<file path="config.mk">
export PLATFORM = sky130hd
export DESIGN_NAME = eth_rx_mac_pipe_flat
export DESIGN_NICKNAME = d
export VERILOG_FILES = /design/src/rtl/eth_rx_mac_pipe_if.sv /design/src/rtl/eth_rx_mac_pipe.sv /design/src/flat_wrapper.sv
export SDC_FILE = /design/constraint.sdc
export NUM_CORES = 1
export LEC_CHECK = 0
export ABC_AREA = 1
export CAP_MARGIN = 10
export CORE_MARGIN = 4
export CORE_UTILIZATION = 43
export DETAILED_ROUTE_END_ITERATION = 10
export HOLD_SLACK_MARGIN = 0.1
export PLACE_DENSITY = 0.7
export RECOVER_POWER = 50
export SYNTH_ARGS = -nofsm -noshare
export SYNTH_HDL_FRONTEND = slang
export SYNTH_SLANG_ARGS = --single-unit
</file>
<file path="constraint.sdc">
create_clock -name clk -period 2 [get_ports clk]
set_input_delay 0.6 -clock clk [delete_from_list [all_inputs] [get_ports clk]]
set_output_delay 0.6 -clock clk [all_outputs]
set_load 0.02 [all_outputs]
</file>
<file path="src/rtl/eth_rx_mac_pipe_if.sv">
// Byte-wide AXI-Stream channel from the RX MAC to the RX asynchronous FIFO.
// The MAC drives data/valid/last/user; the FIFO returns trdy (space available).
interface eth_rx_mac_pipe_if;
    logic [7:0] tdata;
    logic       tvalid;
    logic       tlast;
    logic       tuser;
    logic       trdy;

    modport master (output tdata, tvalid, tlast, tuser, input trdy);
    modport slave  (input tdata, tvalid, tlast, tuser, output trdy);
endinterface

</file>
<file path="src/rtl/eth_rx_mac_pipe.sv">
// RGMII-side receive MAC: preamble/SFD detect, 5-byte FCS-stripping delay line, frame checks.
// Define RX_MAC_STATS_EN to compile in the saturating good/fcs/len/ovf frame counters.
module eth_rx_mac_pipe #(
    parameter int PREAMBLE_MIN  = 7,
    parameter int MIN_FRAME_LEN = 64,
    parameter int MAX_FRAME_LEN = 1518
) (
    input  logic                     clk,
    input  logic                     reset_n,
    input  logic [7:0]               rgmii_mac_rx_data,
    input  logic                     rgmii_mac_rx_dv,
    input  logic                     rgmii_mac_rx_er,
    input  logic                     rgmii_mac_rx_rdy,
    eth_rx_mac_pipe_if.master        m_rx_axis,
    input  logic                     stats_clear,
    output logic [31:0]              stat_good,
    output logic [31:0]              stat_fcs_err,
    output logic [31:0]              stat_len_err,
    output logic [31:0]              stat_ovf_err
);

    typedef enum logic [1:0] {IDLE, PREAMBLE, PAYLOAD, DROP} state_t;

    localparam logic [2:0]  PRE_MIN  = 3'(PREAMBLE_MIN);
    localparam logic [14:0] MIN_LEN  = 15'(MIN_FRAME_LEN);
    localparam logic [14:0] MAX_LEN  = 15'(MAX_FRAME_LEN);
    localparam logic [31:0] CRC_INIT = 32'hFFFF_FFFF;
    localparam logic [31:0] RESIDUE  = 32'hDEBB_20E3;

    function automatic logic [31:0] crc32_byte(input logic [31:0] crc, input logic [7:0] data);
        logic [31:0] r;
        r = crc;
        for (int i = 0; i < 8; i++) begin
            r = (r[0] ^ data[i]) ? ((r >> 1) ^ 32'hEDB8_8320) : (r >> 1);
        end
        return r;
    endfunction

    state_t      state_q, state_d;
    logic [2:0]  pre_cnt_q, pre_cnt_d;
    logic [7:0]  dly_q [5];
    logic [7:0]  dly_d [5];
    logic [4:0]  vld_q, vld_d;
    logic [14:0] len_q, len_d;
    logic [31:0] crc_q, crc_d;
    logic        err_phy_q, err_phy_d;
    logic [7:0]  tdata_q, tdata_d;
    logic        tvalid_q, tvalid_d;
    logic        tlast_q, tlast_d;
    logic        tuser_q, tuser_d;
    logic        ev_good, ev_fcs, ev_len, ev_ovf;
    logic        beat;

    assign beat = rgmii_mac_rx_rdy;

    // NOTE: every signal written here gets a default first, so no path can leave it unassigned (no latches).
    always_comb begin
        state_d   = state_q;
        pre_cnt_d = pre_cnt_q;
        dly_d     = dly_q;
        vld_d     = vld_q;
        len_d     = len_q;
        crc_d     = crc_q;
        err_phy_d = err_phy_q;
        tdata_d   = 8'h00;
        tvalid_d  = 1'b0;
        tlast_d   = 1'b0;
        tuser_d   = 1'b0;
        ev_good   = 1'b0;
        ev_fcs    = 1'b0;
        ev_len    = 1'b0;
        ev_ovf    = 1'b0;

        if (beat) begin
            unique case (state_q)
                IDLE: begin
                    if (rgmii_mac_rx_dv && rgmii_mac_rx_data == 8'h55) begin
                        state_d   = PREAMBLE;
                        pre_cnt_d = 3'd1;
                    end
                end
                PREAMBLE: begin
                    if (rgmii_mac_rx_dv && rgmii_mac_rx_data == 8'h55) begin
                        pre_cnt_d = (pre_cnt_q == 3'd7) ? pre_cnt_q : pre_cnt_q + 3'd1;
                    end else if (rgmii_mac_rx_dv && rgmii_mac_rx_data == 8'hD5 &&
                                 pre_cnt_q >= PRE_MIN && m_rx_axis.trdy) begin
                        state_d   = PAYLOAD;
                        vld_d     = '0;
                        len_d     = '0;
                        crc_d     = CRC_INIT;
                        err_phy_d = 1'b0;
                        for (int i = 0; i < 5; i++) dly_d[i] = 8'h00;
                    end else begin
                        state_d = IDLE;
                    end
                end
                PAYLOAD: begin
                    tdata_d = vld_q[4] ? dly_q[4] : 8'h00;
                    if (!m_rx_axis.trdy) begin
                        // FIFO full: close the frame on this beat whether or not a byte was due.
                        tvalid_d = 1'b1;
                        tlast_d  = 1'b1;
                        tuser_d  = 1'b1;
                        ev_ovf   = 1'b1;
                        state_d  = DROP;
                    end else if (rgmii_mac_rx_dv) begin
                        tvalid_d  = vld_q[4];
                        dly_d[0]  = rgmii_mac_rx_data;
                        for (int i = 1; i < 5; i++) dly_d[i] = dly_q[i-1];
                        vld_d     = {vld_q[3:0], 1'b1};
                        crc_d     = crc32_byte(crc_q, rgmii_mac_rx_data);
                        len_d     = (len_q > MAX_LEN) ? len_q : len_q + 15'd1;
                        err_phy_d = err_phy_q | rgmii_mac_rx_er;
                        if (len_q == MAX_LEN) begin
                            tvalid_d = 1'b1;
                            tlast_d  = 1'b1;
                            tuser_d  = 1'b1;
                            ev_len   = 1'b1;
                            state_d  = DROP;
                        end
                    end else begin
                        tvalid_d = 1'b1;
                        tlast_d  = 1'b1;
                        state_d  = IDLE;
                        if (!vld_q[4] || len_q < MIN_LEN) begin
                            tuser_d = 1'b1;
                            ev_len  = 1'b1;
                        end else if (crc_q != RESIDUE || err_phy_q) begin
                            tuser_d = 1'b1;
                            ev_fcs  = 1'b1;
                        end else begin
                            ev_good = 1'b1;
                        end
                    end
                end
                DROP: begin
                    if (!rgmii_mac_rx_dv) state_d = IDLE;
                end
            endcase
        end
    end

    // NOTE: sequential state uses non-blocking assignments so all flops sample pre-edge values.
    always_ff @(posedge clk) begin
        if (!reset_n) begin
            state_q   <= IDLE;
            pre_cnt_q <= '0;
            // NOTE: the delay line is only five bytes of flops, so it is cleared like any other register.
            for (int i = 0; i < 5; i++) dly_q[i] <= 8'h00;
            vld_q     <= '0;
            len_q     <= '0;
            crc_q     <= CRC_INIT;
            err_phy_q <= 1'b0;
            tdata_q   <= 8'h00;
            tvalid_q  <= 1'b0;
            tlast_q   <= 1'b0;
            tuser_q   <= 1'b0;
        end else begin
            state_q   <= state_d;
            pre_cnt_q <= pre_cnt_d;
            dly_q     <= dly_d;
            vld_q     <= vld_d;
            len_q     <= len_d;
            crc_q     <= crc_d;
            err_phy_q <= err_phy_d;
            tdata_q   <= tdata_d;
            tvalid_q  <= tvalid_d;
            tlast_q   <= tlast_d;
            tuser_q   <= tuser_d;
        end
    end

    assign m_rx_axis.tdata  = tdata_q;
    assign m_rx_axis.tvalid = tvalid_q;
    assign m_rx_axis.tlast  = tlast_q;
    assign m_rx_axis.tuser  = tuser_q;

`ifdef RX_MAC_STATS_EN
    logic [31:0] good_q, fcs_q, len_err_q, ovf_q;

    always_ff @(posedge clk) begin
        if (!reset_n || stats_clear) begin
            good_q    <= '0;
            fcs_q     <= '0;
            len_err_q <= '0;
            ovf_q     <= '0;
        end else begin
            if (ev_good && good_q    != '1) good_q    <= good_q    + 32'd1;
            if (ev_fcs  && fcs_q     != '1) fcs_q     <= fcs_q     + 32'd1;
            if (ev_len  && len_err_q != '1) len_err_q <= len_err_q + 32'd1;
            if (ev_ovf  && ovf_q     != '1) ovf_q     <= ovf_q     + 32'd1;
        end
    end

    assign stat_good    = good_q;
    assign stat_fcs_err = fcs_q;
    assign stat_len_err = len_err_q;
    assign stat_ovf_err = ovf_q;
`else
    logic stats_unused;
    assign stats_unused = ^{stats_clear, ev_good, ev_fcs, ev_len, ev_ovf};

    assign stat_good    = '0;
    assign stat_fcs_err = '0;
    assign stat_len_err = '0;
    assign stat_ovf_err = '0;
`endif

endmodule

</file>
<file path="src/flat_wrapper.sv">
// flat-port wrapper written by rule: the top's interface ports become plain ports
module eth_rx_mac_pipe_flat 
#(
    parameter int PREAMBLE_MIN  = 7,
    parameter int MIN_FRAME_LEN = 64,
    parameter int MAX_FRAME_LEN = 1518
)
  (clk, reset_n, rgmii_mac_rx_data, rgmii_mac_rx_dv, rgmii_mac_rx_er, rgmii_mac_rx_rdy, stats_clear, stat_good, stat_fcs_err, stat_len_err, stat_ovf_err, m_rx_axis_tdata, m_rx_axis_tvalid, m_rx_axis_tlast, m_rx_axis_tuser, m_rx_axis_trdy);
  eth_rx_mac_pipe_if m_rx_axis_i ();
  input  logic clk;
  input  logic reset_n;
  input  logic [7:0] rgmii_mac_rx_data;
  input  logic rgmii_mac_rx_dv;
  input  logic rgmii_mac_rx_er;
  input  logic rgmii_mac_rx_rdy;
  input  logic stats_clear;
  output logic [31:0] stat_good;
  output logic [31:0] stat_fcs_err;
  output logic [31:0] stat_len_err;
  output logic [31:0] stat_ovf_err;
  output wire logic [$bits(m_rx_axis_i.tdata)-1:0] m_rx_axis_tdata;
  output wire logic [$bits(m_rx_axis_i.tvalid)-1:0] m_rx_axis_tvalid;
  output wire logic [$bits(m_rx_axis_i.tlast)-1:0] m_rx_axis_tlast;
  output wire logic [$bits(m_rx_axis_i.tuser)-1:0] m_rx_axis_tuser;
  input wire logic [$bits(m_rx_axis_i.trdy)-1:0] m_rx_axis_trdy;
  assign m_rx_axis_tdata = m_rx_axis_i.tdata;
  assign m_rx_axis_tvalid = m_rx_axis_i.tvalid;
  assign m_rx_axis_tlast = m_rx_axis_i.tlast;
  assign m_rx_axis_tuser = m_rx_axis_i.tuser;
  assign m_rx_axis_i.trdy = m_rx_axis_trdy;
  eth_rx_mac_pipe #(.PREAMBLE_MIN(PREAMBLE_MIN), .MIN_FRAME_LEN(MIN_FRAME_LEN), .MAX_FRAME_LEN(MAX_FRAME_LEN)) u_core (.clk(clk), .reset_n(reset_n), .rgmii_mac_rx_data(rgmii_mac_rx_data), .rgmii_mac_rx_dv(rgmii_mac_rx_dv), .rgmii_mac_rx_er(rgmii_mac_rx_er), .rgmii_mac_rx_rdy(rgmii_mac_rx_rdy), .m_rx_axis(m_rx_axis_i), .stats_clear(stats_clear), .stat_good(stat_good), .stat_fcs_err(stat_fcs_err), .stat_len_err(stat_len_err), .stat_ovf_err(stat_ovf_err));
endmodule
</file>
==> results.ini <==
[layout]
insertedDiodeCount=0
syn_to_final_growth_pct=14.8
finish.utilization=0.513
n_fill_cell=1464
fin_nets=1073
drive_gt1_frac=0.150

[synthesis]
ys_seq_area_frac=0.331
syn_inst=970
synth_cell_types=39
yosys_warnings=0
synth_seq_cells=109
avgSynthCellArea_sq_um=6.80
netlist_area_sq_mm=0.00659

[drt]
avgRoutedWirePerCell_um=12.5
dr.pass1.iters=5
dr.first_iter.drc_count=429
drtAntennaViolNets=0
routed_wl_mm=15.5
via_per_inst=4.69
drc_errors=0
num_vias=5832

[setup_path]
critPathMaxFanout=1
critPathLaunchType=register
path_cells=dlygate4sd3_1
crit_cells=1
worst-path-buf-inv=1
critPathKind=reg2out
cpPeakStageDelay_ns=0.67
crit_path_end_kind=primary output
crit_end=m_rx_axis_tdata[0]
critical-path-top-delay-family=buffers and inverters
timing.rr.start=u_core.pre_cnt_q[0]
worstPathArrival_ns=1.33
reg2regPathDepth=12
worstReg2RegEnd=u_core.crc_q[12]
worstPathRequired_ns=1.40
r2r_slack_ns=0.14
startpoint=u_core.m_rx_axis.tdata[0]
critPathSlowestCell=dlygate4sd3_1

[die]
io_pins=154
start_util=0.447
die_height_um=132
core_sq_mm=0.0148
dieArea_sq_mm=0.0174
die_w_um=132
rows=44

[timing]
maxSlewViolCount=0
setup_viol=0
max_freq_ghz=0.518
fin_crit_sh=0.965
finalHoldViolCount=0
tns_ns=0
fin_crit_ns=1.93
rsz0062_at_grt=false
skew_ns=0.00978

[job]
cap_violations=0

[grt]
grt_usage=0.168
grt-ovfl-total=0
grt_pass1_wl_mm=24.5
grt_pass1_vias=5128
grt_max_degree=47
antenna_found_initial=0

[placed_design]
gp_congestion=0.933
post-dp-hpwl_mm=11.3
numPortBuffers=24

[power_and_ir_drop]
vdd.ir_drop.worst_mv=0.375
leakagePower_nw=3.53
p_per_area_mw_per_mm2=620
p_total_w=0.00469

[clock_tree]
htreeDepth=3
cts_buffers=9
cts_hold_buffers=0
clock-sinks=109
path_clk_slew_ns=0.08
clockRootBuffer=clkbuf_16
clock_latency_ns=0.35
cts_buffer_depth=2
cts_tree=yes

[worst_hold_path]
hold_class=reg2reg
whs_path_depth=2

[status]
status=completed

-- worst min path at each step --
stage / from / endpoint / slack (ns)
6_report: u_core.dly_q[5] / u_core.m_rx_axis.tdata[5] / 0.43
5_1_grt: u_core.dly_q[0] / u_core.m_rx_axis.tdata[0] / 0.45
4_1_cts: u_core.dly_q[0] / u_core.m_rx_axis.tdata[0] / 0.43
3_5_place_dp: u_core.dly_q[3] / u_core.m_rx_axis.tdata[3] / 0.41
3_3_place_gp: u_core.dly_q[6] / u_core.m_rx_axis.tdata[6] / 0.41
2_1_floorplan: u_core.dly_q[0] / u_core.m_rx_axis.tdata[0] / 0.41
-- cell families after synthesis --
kind of cell / after synthesis / synth area share
AND/OR/NAND/NOR: 491 / 0.316
buffers and inverters: 231 / 0.211
flip-flops: 109 / 0.331
AO/OA/AOI/OAI: 90 / 0.0736
XOR/XNOR: 45 / 0.0621
adder cells (fa/ha/maj): 3 / 0.00569
other: 1 / 0.000569
-- layout by cell type (no fill, tap or decap), types with 4 or more instances in the layout --
master,count
a21oi_1,60
buf_4,70
dlygate4sd2_1,4
o21ai_0,6
conb_1,128
nor2_1,47
buf_6,4
o21ai_1,7
clkdlybuf4s50_1,7
nor4_1,6
xnor2_1,11
nand3_1,59
nor2_2,6
dfxtp_1,107
nand4_1,7
nand2_1,317
xor2_1,31
inv_2,9
clkbuf_16,10
nor3_1,8
inv_1,60
nand2_2,24
o22ai_1,10
dlygate4sd3_1,8
-- area by class of cell --
type / instances / area, sq um / area share
multi-input combinational: 758 / 3640 / 0.481
clock buffer: 9 / 225 / 0.0298
clock inverter: 7 / 91.3 / 0.0121
inverter: 70 / 265 / 0.0351
tap: 184 / 230 / 0.0304
sequential: 109 / 2180 / 0.289
timing repair buffer: 107 / 932 / 0.123
-- power by group --
part | internal (W) | total (W) | switching, W
Sequential | 0.00217 | 0.00217 | 0.000000234
Clock | 0.000916 | 0.00185 | 0.000934
Combinational | 0.000185 | 0.000672 | 0.000487
Total | 0.00327 | 0.00469 | 0.00142
-- per-layer routing --
layer / share of wire / global-route usage / vias to the layer above
met3: 0.059 / 0.0305 / 24
met4: 0.016 / 0.0461 / 0
met5: 0 / 0 / -
li1: - / - / 2963
met1: 0.43 / 0.216 / 2649
met2: 0.49 / 0.291 / 196
-- state kept, by name (all words and copies together) (netlist names), 2 cells and up --
name and cells:
u_core.state_q 2, u_core.m_rx_axis.tdata 8, u_core.vld_q 5, u_core.dly_q 40, u_core.len_q 15, u_core.pre_cnt_q 3
u_core.crc_q 32
-- through the flow --
| stage | setup slack, ns | hold slack (ns) | instance area, sq um | std cells |
|---|---|---|---|---|
| finish | 0.0704 | 0.428 | 7570 | 1244 |
| global route | 0.00916 | 0.450 | 7570 | 1244 |
| global placement | -0.521 | 0.413 | 7040 | 1223 |
| detailed placement | -0.565 | 0.415 | 7040 | 1223 |
| CTS | 0.00488 | 0.430 | 7420 | 1240 |
| floorplan | 0.277 | 0.408 | 7070 | 1097 |
-- synthesized netlist by cell type, drive strengths merged --
library cell    n  area, sq um
nand2         343         1310
buf           146         1070
dfxtp         109         2180
inv            70          263
a21oi          62          310
nand3          62          315
nor2           55          251
xor2           33          297
clkbuf         15         56.3
o21ai          13         65.1
o22ai          12         87.6
xnor2          12          113
nor3           10         60.1
nand4           8         56.3
nor4            6         37.5
or2             4         25.0
ha              3         37.5
nand3b          2         15.0
a21o            1         7.51
a22oi           1         7.51
conb            1         3.75
nor3b           1         7.51
o211ai          1         7.51
-- timing repair --
item,CTS,global route
resized for setup,21,36
endpoints found under the setup margin,96,56
pin swaps,4,12
buffers inserted,1,2
cloned,0,2
No activity file was read; power rests on OpenSTA's default activity.
